[src/rtl/spi_rr_sched.sv]
// Round-robin arbiter sharing one SPI master among N clients; grant to m_st is 1 cycle, done/err 1 cycle after LOAD rises or timeout.
// Clients hold req until their done/err pulse; no new frame starts until the master shows LOAD high while idle.
module spi_rr_sched #(
  parameter int M      = 9,
  parameter int N      = 4,
  parameter int TO_CYC = 1023
) (
  input  logic           clk,
  input  logic           rst,
  input  logic [N-1:0]   req,
  input  logic [N*M-1:0] tx_dat,
  output logic [N-1:0]   gnt,
  output logic [N-1:0]   done,
  output logic [N-1:0]   err,
  output logic [M-1:0]   rx_dat,
  output logic           busy,
  output logic           m_st,
  output logic [M-1:0]   m_tx_dat,
  input  logic [M-1:0]   m_rx_dat,
  input  logic           m_load
);

  localparam int CW = $clog2(TO_CYC + 1);
  localparam int PW = $clog2(N);

  typedef enum logic [2:0] {IDLE, START, WAIT_LO, WAIT_HI, DONE} state_t;

  state_t         r_state;
  state_t         w_nxt;
  logic [PW-1:0]  r_ptr;
  logic [PW-1:0]  r_gidx;
  logic [N-1:0]   r_gnt;
  logic [M-1:0]   r_tx;
  logic [M-1:0]   r_rx;
  logic [CW-1:0]  r_cnt;
  logic           r_err;
  logic           w_found;
  logic [PW-1:0]  w_win;
  logic           w_to;
  int             w_idx;

  // First requester at or above ptr, wrapping at N (N need not be a power of two).
  always_comb begin
    w_found = 1'b0;
    w_win   = '0;
    w_idx   = 0;
    for (int k = 0; k < N; k++) begin
      w_idx = int'(r_ptr) + k;
      if (w_idx >= N) w_idx = w_idx - N;
      if (!w_found && req[w_idx[PW-1:0]]) begin
        w_found = 1'b1;
        w_win   = w_idx[PW-1:0];
      end
    end
  end

  // Expires on the cycle the counter steps onto TO_CYC, so err lands TO_CYC+1 cycles after m_st.
  assign w_to = (r_cnt == CW'(TO_CYC - 1));

  always_comb begin
    w_nxt = r_state;
    case (r_state)
      IDLE:    if (w_found && m_load) w_nxt = START;
      START:   w_nxt = WAIT_LO;
      WAIT_LO: if (!m_load) w_nxt = WAIT_HI;
               else if (w_to) w_nxt = DONE;
      WAIT_HI: if (m_load || w_to) w_nxt = DONE;
      DONE:    w_nxt = IDLE;
      default: w_nxt = IDLE;
    endcase
  end

  always_ff @(posedge clk or posedge rst) begin
    if (rst) r_state <= IDLE;
    else     r_state <= w_nxt;
  end

  always_ff @(posedge clk or posedge rst) begin
    if (rst) begin
      r_ptr  <= '0;
      r_gidx <= '0;
      r_gnt  <= '0;
      r_tx   <= '0;
      r_rx   <= '0;
      r_cnt  <= '0;
      r_err  <= 1'b0;
    end else begin
      case (r_state)
        IDLE: if (w_found && m_load) begin
          r_gnt  <= {{(N-1){1'b0}}, 1'b1} << w_win;
          r_gidx <= w_win;
          r_tx   <= tx_dat[int'(w_win)*M +: M];
          r_err  <= 1'b0;
        end
        START: r_cnt <= '0;
        WAIT_LO: begin
          if (!m_load) r_cnt <= '0;
          else begin
            if (w_to) r_err <= 1'b1;
            if (r_cnt != CW'(TO_CYC)) r_cnt <= r_cnt + 1'b1;
          end
        end
        WAIT_HI: begin
          if (m_load) r_rx <= m_rx_dat;
          else begin
            if (w_to) r_err <= 1'b1;
            if (r_cnt != CW'(TO_CYC)) r_cnt <= r_cnt + 1'b1;
          end
        end
        DONE: begin
          r_gnt <= '0;
          r_ptr <= (r_gidx == PW'(N - 1)) ? '0 : r_gidx + 1'b1;
        end
        default: ;
      endcase
    end
  end

  assign gnt      = r_gnt;
  assign done     = (r_state == DONE && !r_err) ? r_gnt : '0;
  assign err      = (r_state == DONE &&  r_err) ? r_gnt : '0;
  assign rx_dat   = r_rx;
  assign busy     = (r_state != IDLE);
  assign m_st     = (r_state == START);
  assign m_tx_dat = r_tx;

endmodule

[config.mk]
export PLATFORM = sky130hd
export DESIGN_NAME = spi_rr_sched
export DESIGN_NICKNAME = d
export VERILOG_FILES = /design/src/rtl/spi_rr_sched.sv
export SDC_FILE = /design/constraint.sdc
export NUM_CORES = 1
export LEC_CHECK = 0
export BUFFER_PORTS_ARGS = -buffer_cell sky130_fd_sc_hd__buf_4
export CAP_MARGIN = 5
export CORE_ASPECT_RATIO = 0.7
export CORE_MARGIN = 2
export CORE_UTILIZATION = 45
export CTS_CLUSTER_DIAMETER = 150
export DETAILED_ROUTE_END_ITERATION = 8
export GPL_TIMING_DRIVEN = 0
export PLACE_DENSITY = 0.83
export SETUP_SLACK_MARGIN = 0.4
export SLEW_MARGIN = 20
export SYNTH_ARGS = -nofsm -noshare
export SYNTH_HDL_FRONTEND = slang
export SYNTH_SLANG_ARGS = --single-unit
[constraint.sdc]
create_clock -name clk -period 1.69 [get_ports clk]
set_input_delay 0.338 -clock clk [delete_from_list [all_inputs] [get_ports clk]]
set_output_delay 0.338 -clock clk [all_outputs]
set_load 0.05 [all_outputs]
# Word-level counts from Yosys, hierarchy flattened

Index checks and enable logic that the tools add are counted.

Register bits after elaboration: 40
Latch bits: 0
Bits in writable memories: 0
Bits in read-only memories: 0
Output and inout bits: 32
Logic and storage cells: 101
Memories: 0

$add $sub $neg: 9
Multipliers: 1
Divide/modulo/power cells: 0
Magnitude comparators: 8
Equal/unequal tests: 12
Shifts and indexed selects: 2
Muxes and demuxes: 39
Bitwise gates (word level): 0
Reductions and logical operators: 22

Operators with widths:

| kind                                                                   | number |
|---|---|
| 36-bit by 7-bit variable part select with 9-bit output                 | 1 |
| 10-bit 2-to-1 mux                                                      | 3 |
| 10-bit case mux with 3 select lines                                    | 1 |
| 2-bit 2-to-1 mux                                                       | 9 |
| 2-bit by 3-bit < comparator with 1-bit output (second input constant)  | 4 |
| 1-bit 2-to-1 mux                                                       | 12 |
| 3-bit 2-to-1 mux                                                       | 4 |
| 4-bit 2-to-1 mux                                                       | 3 |
| 3-bit case mux with 4 select lines                                     | 1 |
| 10-bit by 1-bit adder with 10-bit output (second input constant)       | 1 |
| 10-bit equality test (second input constant)                           | 1 |
| 10-bit inequality test (second input constant)                         | 1 |
| 3-bit >= comparator (second input constant)                            | 3 |
| 3-bit nonzero test                                                     | 3 |
| 1-bit binary-select mux with 2-bit select                              | 4 |
| 2-bit inequality test (second input constant)                          | 4 |
| 4-bit case mux with 2 select lines                                     | 1 |
| 2-bit AND reduction                                                    | 4 |
| 2-bit by 1-bit subtractor with 2-bit output (second input constant)    | 4 |
| 2-bit by 2-bit adder with 3-bit output (second input constant)         | 2 |
| 3-bit by 2-bit equality test with 1-bit output (second input constant) | 2 |
| 1-bit logical AND                                                      | 6 |
| 2-bit by 4-bit multiplier with 6-bit output (second input constant)    | 1 |
| 1-bit zero test                                                        | 4 |
| other kinds (14)                                                       | 14 |

# Depth between registers and ports, before layout

Gate-level depths: netlist of run 1.

Depth after elaboration: 17
Depth in mapped cells: 7

# Least setup slack after synthesis of run 1

OpenSTA, ideal clock, no wires.

Path kind: reg2out
From: register r_state[1]
To: output port m_st
Data arrival time: 1.658 ns
Data required time: 1.352 ns
Slack: -0.306 ns
Cell stages (with the launch flop): 3
Buffers on the path: 1
Cell sequence: dfrtp_1 > buf_2 > nor3b_1

Longest elaborated chain between the ends: 1

RTL lines:

| element                                        | RTL line | source |
|---|---|---|
| from (decl)                                    | 28       | `state_t r_state;` |
| from (signal assigned)                         | 75       | `else r_state <= w_nxt;` |
| 3-bit by 1-bit equality test with 1-bit output | 124      | `assign m_st = (r_state == START);` |
| to (decl)                                      | 17       | `output logic m_st,` |

No other way between the ends.

# Final worst setup path of run 1

From: register r_state[1]
To: output port err[1]

Longest elaborated chain between the ends: 3

RTL lines:

| element             | RTL line | source |
|---|---|---|
| 3-bit equality test | 121      | `assign err = (r_state == DONE && r_err) ? r_gnt : '0;` |
| 1-bit logical AND   | 121      |  |
| 4-bit 2-to-1 mux    | 121      |  |
| to (decl)           | 14       | `output logic [N-1:0] err,` |

No other way between the ends.

==> results of run 1 <==
==> registers in the layout, summed over array words and instances, names as in the netlist <==
| name | flops |
|---|---|
| r_ptr | 2 |
| gnt | 4 |
| rx_dat | 9 |
| r_gidx | 2 |
| r_state | 3 |
| m_tx_dat | 9 |
| r_err | 1 |
| r_cnt | 10 |
==> per-stage QoR <==
step                cell area (um^2)  setup slack [ns]  power (mW)  setup TNS [ns]
global route                    3890            -0.306        7.45           -6.28
CTS                             3620            -0.111        6.16           -1.22
finish                          3890            -0.243        7.21           -4.77
floorplan                       2470            0.0709        4.03               0
global placement                3150            -0.139        4.89           -6.41
detailed placement              3180            -0.188        5.00           -1.79
==> power by group <==
part	switching, mW	leakage, nW	internal (mW)
Clock	0.416	0.0400	0.281
Combinational	2.89	1.29	1.92
Sequential	0.359	0.496	1.33
==> worst max-delay path, delay by kind of cell, from the launching register on <==
family / cells / cell delay (ns)
buffers and inverters: 2 / 0.29
DFF: 1 / 0.43
and+or+nand+nor: 3 / 0.53
==> cells by family (layout without fill, tap and decap cells) <==
kind of cell	Yosys count	in the layout	share of synthesized area
buffers and inverters	21	134	0.0460
flip-flops	40	40	0.428
AO/OA/AOI/OAI	82	82	0.229
AND/OR/NAND/NOR	95	95	0.221
adder cells (fa/ha/maj)	3	3	0.0161
multiplexers	12	12	0.0562
XOR/XNOR	1	1	0.00375
==> repair_timing <==
| action | CTS | global route |
|---|---|---|
| endpoints found under the setup margin | 48 | 52 |
| gates cloned | 1 | 1 |
| resized for setup | 65 | 58 |
| pin swaps | 18 | 5 |
| buffers inserted | 14 | 10 |
==> synthesized netlist by cell type (7+ instances only) <==
master    instances  area share
o21ai_0           9       0.019
and3_1           16       0.043
mux2_2            9       0.043
a31oi_1          11       0.029
nand3_1           7       0.015
dfrtp_1          40        0.43
nand2_1          18       0.029
o211ai_1          9       0.029
a22oi_1          10       0.032
nor2_1           17       0.027
a21oi_1          19       0.041
==> cell type report <==
type / instances / share of cell area
clock buffer: 5 / 0.0177
buffer: 16 / 0.0415
tap: 69 / 0.0222
sequential: 40 / 0.258
multi-input combinational: 193 / 0.408
clock inverter: 2 / 0.00322
inverter: 5 / 0.00547
timing repair buffer: 106 / 0.243
==> routing by layer <==
metal | track usage | vias up | routed length, um
li1 | - | 1165 | -
met1 | 0.376 | 1376 | 3980
met2 | 0.461 | 267 | 4690
met3 | 0.0625 | 67 | 1270
met4 | 0.154 | 0 | 588
met5 | 0 | - | 0
==> final timing paths <==
| check | from | endpoint | cells past startpoint |
|---|---|---|---|
| min in group clk | m_rx_dat[8] | rx_dat[8] | 2 |
| max | r_state[1] | err[1] | 5 |
| max reg2reg | r_state[1] | r_cnt[1] | 7 |
| min reg2reg | r_gidx[1] | r_gidx[1] | 2 |
| min | rst | m_tx_dat[1] | 2 |
| max in group asynchronous | rst | r_state[2] | 3 |
==> metrics.yaml, run 1 <==
ios: 84
cap_viol_max_count: 0
path_cells: "buf_6 -> nor2_4 -> and2_4 -> and3_4 -> buf_8"
slew_headroom: 0.629
yosysUniqueCellTypes: 50
grtUsageTotal: 0.290
dpl.hpwl_mm: 4.88
yosys_warnings: 0
cp_max_fo: 5
drt_wl_total_mm: 10.5
synth_ff_type: "dfrtp_1"
holdWs_ns: 0.0203
leakage_nw: 1.83
rsz0062_at_grt: "yes"
outcome: "finished, violations left"
ir_worst_vdd_v: 0.000670
ys_seq_area_frac: 0.428
crit_type: "reg2out"
seq_area_um2: 1000
overflow: 0
final_cell_mix: "79 x buf_4, 37 x dfrtp_1, 26 x buf_6"
antenna_found_initial: 0
endpoint_kind: "output port"
cts_tree: "done"
reg2reg_setup_slack_ns: -0.23
start_kind: "register"
instances_no_fill: 436
skew_ns: 0.0250
place_inst: 403
die_area_um2: 5800
violations: "setup timing"
clk_latency_ns: 0.33
final-setup-viol-count: 31
finalHoldViolCount: 0
syn_area_um2: 2340
syn_nets: 309
dieWidth_um: 90.2
grt_pass1_wl_mm: 13.2
critPathMaxStageDelay_ns: 0.43
syn2layout_area_growth_pct: 66.4
htreeDepth: 2
final_common_cell: "buf_4"
numCtsBuffers: 5
start_util: 0.478
worstPathArrival_ns: 1.59
avgViaCountPerCell: 6.59
clock_path_buffers: 2
portBuffers: 79
gp_congestion: 0.887
fillers: 245
yosys_register_bits: 40
postRouteAntennaNets: 0
wl_per_cell_um: 24.1
num_rows: 21
cp_data_required_time_ns: 1.35
core_um2: 4890
drtIter0Drc: 391
cpMaxStageDelayCell: "dfrtp_1"
postSynthCellCount: 254
min_path_type: "in2async"
grt_max_degree: 24
drive_above_1_share: 0.540
avgSynthCellArea_um2: 9.21
final_util: 0.796
antennaDiodeCount: 0
post-route-period-util: 1.14
worst_slack_ns: -0.243
final_nets: 422
p_per_area_nw_per_um2: 1850
cts.sinks: 40
synth-edff-count: 0
finalCriticalPeriod_ns: 1.93
grt_pass1_vias: 2566
drc_errors: 0
die_y_um: 64.3
max_freq_mhz: 517
worst_pin_slew_ns: 0.556
slew_violations: 0
cts-root-buf: "clkbuf_8"
async_reset_ff_frac: 1.00
dr.pass1.iters: 5
multiInputGateArea_um2: 1590
clkTransAtPathRegs_ns: 0.10
hold_buffers: 0
vias: 2875
(Power assumes the default switching activity.)
==> inputs of run 2 (changes only) <==
==> constraint.sdc (replaced) <==
create_clock -name clk -period 1.69 [get_ports clk]
set_input_delay 0.169 -clock clk [delete_from_list [all_inputs] [get_ports clk]]
set_output_delay 0.169 -clock clk [all_outputs]
set_load 0.05 [all_outputs]
==> metrics.yaml, run 2 (synthesis results as in run 1) <==
min_path_type: "in2reg"  # was in2async
endpoint_kind: "register"  # was output port
drt_wl_total_mm: 8.36  # was 10.5 mm
clk_latency_ns: 0.30  # was 0.33 ns
worstPathArrival_ns: 1.93  # was 1.59 ns
leakage_nw: 1.80  # was 1.83 nW
largest_reg_flops: 10  # unchanged
drc_errors: 0  # unchanged
final_util: 0.787  # was 0.796
place_inst: 403  # unchanged
cp_data_required_time_ns: 1.86  # was 1.35 ns
slew_headroom: 0.696  # was 0.629
timing.critical_path.buf_inv: 2  # unchanged
syn2layout_area_growth_pct: 64.5  # was 66.4%
crit_type: "reg2reg"  # was reg2out
final_nets: 426  # was 422
worst_pin_slew_ns: 0.456  # was 0.556 ns
path_delay_family: "compound AO/OA/AOI/OAI gates"  # was simple AND/OR/NAND/NOR gates
cts.sinks: 40  # unchanged
clkTransAtPathRegs_ns: 0.08  # was 0.10 ns
antennaDiodeCount: 0  # unchanged
dieWidth_um: 90.2  # unchanged
overflow: 0  # unchanged
core_um2: 4890  # unchanged
max_freq_mhz: 567  # was 517 MHz
grt_max_degree: 34  # was 24
cap_viol_max_count: 0  # unchanged
htreeDepth: 2  # unchanged
numCtsBuffers: 5  # unchanged
path_cells: "buf_6 -> and3_4 -> or2_4 -> buf_2 -> o31ai_1 -> a21oi_2"  # was buf_6 -> nor2_4 -> and2_4 -> and3_4 -> buf_8
wl_per_cell_um: 19.0  # was 24.1 um
avgViaCountPerCell: 5.89  # was 6.59
total_power_mw: 6.89  # was 7.21 mW
cp_max_fo: 8  # was 5
p_per_area_nw_per_um2: 1790  # was 1850 nW/um^2
top_register: "r_cnt"  # unchanged
drtIter0Drc: 285  # was 391
critPathMaxStageDelay_ns: 0.43  # about the same
dr.pass1.iters: 5  # unchanged
grt_pass1_wl_mm: 11.9  # was 13.2 mm
vias: 2599  # was 2,875
antenna_found_initial: 0  # unchanged
start_kind: "register"  # unchanged
final-setup-viol-count: 1  # was 31
post-route-period-util: 1.04  # was 1.14
finalHoldViolCount: 0  # unchanged
final_common_cell: "buf_4"  # unchanged
grtUsageTotal: 0.259  # was 0.290
ir_worst_vdd_v: 0.00129  # was 0.000670 V
gp_congestion: 0.862  # was 0.887
finalCriticalPeriod_ns: 1.76  # was 1.93 ns
drive_above_1_share: 0.511  # was 0.540
slew_violations: 0  # unchanged
skew_ns: 0.00997  # was 0.0250 ns
portBuffers: 79  # unchanged
instances_no_fill: 441  # was 436
dpl.hpwl_mm: 4.85  # was 4.88 mm
cpMaxStageDelayCell: "o31ai_1"  # was dfrtp_1
die_area_um2: 5800  # unchanged
final_cell_mix: "93 x buf_4, 39 x dfrtp_1, 15 x nand2_1"  # was 79 x buf_4, 37 x dfrtp_1, 26 x buf_6
postRouteAntennaNets: 0  # unchanged
grt_pass1_vias: 2407  # was 2,566
violations: "setup timing"  # unchanged
rsz0062_at_grt: "yes"  # unchanged
die_y_um: 64.3  # unchanged
worst_slack_ns: -0.0732  # was -0.243 ns
start_util: 0.478  # unchanged
ios: 84  # unchanged
cts-root-buf: "clkbuf_8"  # unchanged
holdWs_ns: 0.0974  # was 0.0203 ns
num_rows: 21  # unchanged
clock_path_buffers: 2  # unchanged
outcome: "finished, violations left"  # unchanged
cts_tree: "done"  # unchanged
==> run 2: changes by cell type in the layout (fill, tap and decap cells not counted), sizes merged <==
cell         delta
bufinv          +1
dlygate4sd3     +1
clkinvlp        -1
a21oi           +1
clkbuf          +4
buf             -1
==> run 2: through the flow <==
step	setup WS, ns	area [um^2]	TNS (ns)
2_1_floorplan	0.106	2490	0
3_3_place_gp	0.00485	3170	0
3_5_place_dp	-0.0333	3190	-0.0380
4_1_cts	0.0413	3560	0
5_1_grt	-0.0765	3850	-0.332
6_report	-0.0732	3850	-0.0732
==> run 2: timing repair <==
item / in CTS / in global routing
buffers inserted: 15 / 11
endpoints found under the setup margin: 48 / 46
pin swaps: 8 / 15
resized for setup: 35 / 41
hold buffers: 1 / 0
endpoints found under the hold margin: 7 / 0
gates cloned: 0 / 3
==> run 2: layout make-up <==
| cell class | count | area (um^2) |
|---|---|---|
| inverters | 5 | 21.3 |
| clock buffers | 6 | 72.6 |
| flip-flops and latches | 40 | 1000 |
| fillers | 324 | 1040 |
| clock inverters | 2 | 35.0 |
| multi-input cells | 194 | 1570 |
| repair buffers | 109 | 907 |
| plain buffers | 16 | 154 |
| well taps | 69 | 86.3 |
==> run 2: path summary, 6_finish.rpt <==
| check | start | endpoint | slack, ns | cells after the start |
|---|---|---|---|---|
| max reg2reg | r_state[0] | r_cnt[3] | -0.07 | 6 |
| min reg2reg | r_gidx[0] | r_ptr[0] | 0.50 | 1 |
| min in group asynchronous | rst | rx_dat[5] | 0.32 | 3 |
| min | m_rx_dat[6] | rx_dat[6] | 0.1 | 2 |
| max in group asynchronous | rst | r_cnt[9] | 0.93 | 4 |
| max | r_state[0] | r_cnt[3] | -0.07 | 6 |
==> run 2: power by group <==
group,switching (mW),internal (mW),leakage (nW)
Sequential,0.307,1.33,0.499
Clock,0.347,0.439,0.0552
Combinational,2.63,1.83,1.25
==> run 2: layer usage <==
metal  vias up  global-route usage  share of wire
li1       1184                   -              -
met1      1238               0.357           0.43
met2       160               0.414           0.47
met3        17              0.0531          0.088
met4         0              0.0846          0.018
met5         -                   0              0
==> inputs of run 3 (changes only) <==
==> constraint.sdc (replaced) <==
create_clock -name clk -period 1.69 [get_ports clk]
set_input_delay 0.2535 -clock clk [delete_from_list [all_inputs] [get_ports clk]]
set_output_delay 0.2535 -clock clk [all_outputs]
set_load 0.05 [all_outputs]
==> metrics.yaml, run 3 (synthesis results as in run 1) <==
skew_ns: 0.0205  # was 0.00997 ns
syn2layout_area_growth_pct: 83.4  # was 64.5%
path_cells: "buf_4 -> buf_4 -> nor3_4 -> and3_4 -> buf_8 -> buf_6 -> nor2_1 -> a31oi_1"  # was buf_6 -> and3_4 -> or2_4 -> buf_2 -> o31ai_1 -> a21oi_2
busiest_layer: "met2"  # unchanged
final_cell_mix: "98 x buf_4, 39 x dfrtp_1, 22 x buf_6"  # was 93 x buf_4, 39 x dfrtp_1, 15 x nand2_1
top_register: "r_cnt"  # unchanged
reg2reg_setup_slack_ns: -0.17  # was -0.07 ns
cp_max_fo: 6  # was 8
cts-root-buf: "clkbuf_8"  # unchanged
ios: 84  # unchanged
gp_congestion: 0.797  # was 0.862
worst_r2r_startpoint: "r_state[0]"  # unchanged
violations: "setup timing"  # unchanged
drive_above_1_share: 0.631  # was 0.511
whs_endpoint: "rx_dat[8]"  # was rx_dat[6]
worst_pin_slew_ns: 0.670  # was 0.456 ns
crit_type: "reg2reg"  # unchanged
cp_data_required_time_ns: 1.90  # was 1.86 ns
crit_path_frequent_cell: "buf_4"
clock_path_buffers: 2  # unchanged
post-route-period-util: 1.10  # was 1.04
drt_wl_total_mm: 14.0  # was 8.36 mm
fillers: 177  # was 324
hp-start: "m_rx_dat[8]"  # was m_rx_dat[6]
reg2regPathDepth: 8  # was 6
final_util: 0.878  # was 0.787
dr.pass1.iters: 8  # was 5
finalCriticalPeriod_ns: 1.86  # was 1.76 ns
hold_path_depth: 2  # unchanged
rr_endpoint: "m_tx_dat[3]"  # was r_cnt[3]
core_um2: 4890  # unchanged
rsz0062_at_grt: "yes"  # unchanged
grt_use_met1: 0.499  # was 0.357
final_common_cell: "buf_4"  # unchanged
dieWidth_um: 90.2  # unchanged
cts.sinks: 40  # unchanged
start_util: 0.478  # unchanged
grtUsageTotal: 0.389  # was 0.259
postRouteAntennaNets: 0  # unchanged
antennaDiodeCount: 0  # unchanged
start_kind: "register"  # unchanged
cts_tree: "done"  # unchanged
die_area_um2: 5800  # unchanged
htreeDepth: 2  # unchanged
largest_reg_flops: 10  # unchanged
grt_pass1_vias: 3022  # was 2,407
cap_viol_max_count: 0  # unchanged
ir_worst_vdd_v: 0.000831  # was 0.00129 V
grt_use_met2: 0.638  # was 0.414
clkTransAtPathRegs_ns: 0.10  # was 0.08 ns
vias: 3424  # was 2,599
finalHoldViolCount: 0  # unchanged
num_rows: 21  # unchanged
final-setup-viol-count: 34  # was 1
worstPathArrival_ns: 2.07  # was 1.93 ns
slew_headroom: 0.550  # was 0.696
multiInputGateArea_um2: 1810  # was 1570 um^2
leakage_nw: 1.95  # was 1.80 nW
grtUsageMet3: 0.0908  # was 0.0531
worst_slack_ns: -0.171  # was -0.0732 ns
portBuffers: 79  # unchanged
drc_errors: 0  # unchanged
wl_per_cell_um: 30.5  # was 19.0 um
cpMaxStageDelayCell: "dfrtp_1"  # was o31ai_1
p_per_area_nw_per_um2: 1940  # was 1790 nW/um^2
grt_max_degree: 29  # was 34
clk_latency_ns: 0.32  # was 0.30 ns
total_power_mw: 8.34  # was 6.89 mW
slew_violations: 0  # unchanged
numCtsBuffers: 5  # unchanged
avgViaCountPerCell: 7.46  # was 5.89
drtIter0Drc: 581  # was 285
overflow: 0  # unchanged
outcome: "finished, violations left"  # unchanged
max_freq_mhz: 537  # was 567 MHz
antenna_found_initial: 0  # unchanged
die_y_um: 64.3  # unchanged
endpoint_kind: "register"  # unchanged
dp_slack_ns: -0.118  # was -0.0333 ns
grt_pass1_wl_mm: 17.3  # was 11.9 mm
dpl.hpwl_mm: 4.83  # was 4.85 mm
critPathMaxStageDelay_ns: 0.41  # was 0.43 ns
min_path_type: "in2reg"  # unchanged
seq_area_um2: 1000  # unchanged
final_nets: 444  # was 426
## run 3: worst max path at each step
stage | from | endpoint | slack (ns) | cells after the start
after floorplan | r_state[0] | r_cnt[3] | 0.12 | 6
after detailed placement | r_state[1] | m_tx_dat[0] | -0.12 | 6
after global placement | r_ptr[1] | m_tx_dat[0] | -0.06 | 5
after global routing | r_state[0] | m_tx_dat[3] | -0.19 | 8
after CTS | r_state[0] | r_cnt[3] | -0.009 | 6
final | r_state[0] | m_tx_dat[3] | -0.17 | 8
## run 3: area by class of cell
type	instances	area share
buffer	16	0.0388
clock buffer	6	0.0193
multi-input combinational	195	0.423
sequential	40	0.234
tap	69	0.0201
clock inverter	2	0.00350
timing repair buffer	126	0.257
inverter	5	0.00496
## run 3: power by group
group	switching (mW)	internal [mW]	leakage (nW)
logic	3.55	2.34	1.41
clock network	0.410	0.332	0.0434
registers	0.385	1.33	0.499
total	4.35	4.00	1.95
## run 3: timing repair
item                                    4_1_cts  5_1_grt
cloned                                        7        0
endpoints found under the setup margin       48       49
endpoints found under the hold margin        12        0
gates resized for setup                     101       62
buffers inserted                             31        9
pin swaps                                    27       17
hold buffers                                  1        0
## run 3: per-stage QoR
stage | hold WS [ns] | instances | area, um^2 | setup TNS, ns
2_1_floorplan | 0.404 | 254 | 2460 | 0
3_3_place_gp | 0.471 | 402 | 3140 | -2.22
3_5_place_dp | 0.238 | 403 | 3160 | -0.882
4_1_cts | 0.176 | 450 | 3960 | -0.0122
5_1_grt | 0.159 | 459 | 4290 | -3.78
6_report | 0.162 | 459 | 4290 | -2.86
## run 3: critical path, delay by kind of cell, from the launching register on
kind | cells | cell delay (ns)
AND/OR/NAND/NOR | 3 | 0.55
buffers and inverters | 4 | 0.54
flip-flops | 1 | 0.41
AO/OA/AOI/OAI | 1 | 0.26
## run 3: metal layers
metal  vias up  part of all wire
met4         0             0.086
met1      1564              0.34
met3       146              0.16
met5         -                 0
met2       495              0.41
li1       1219                 -
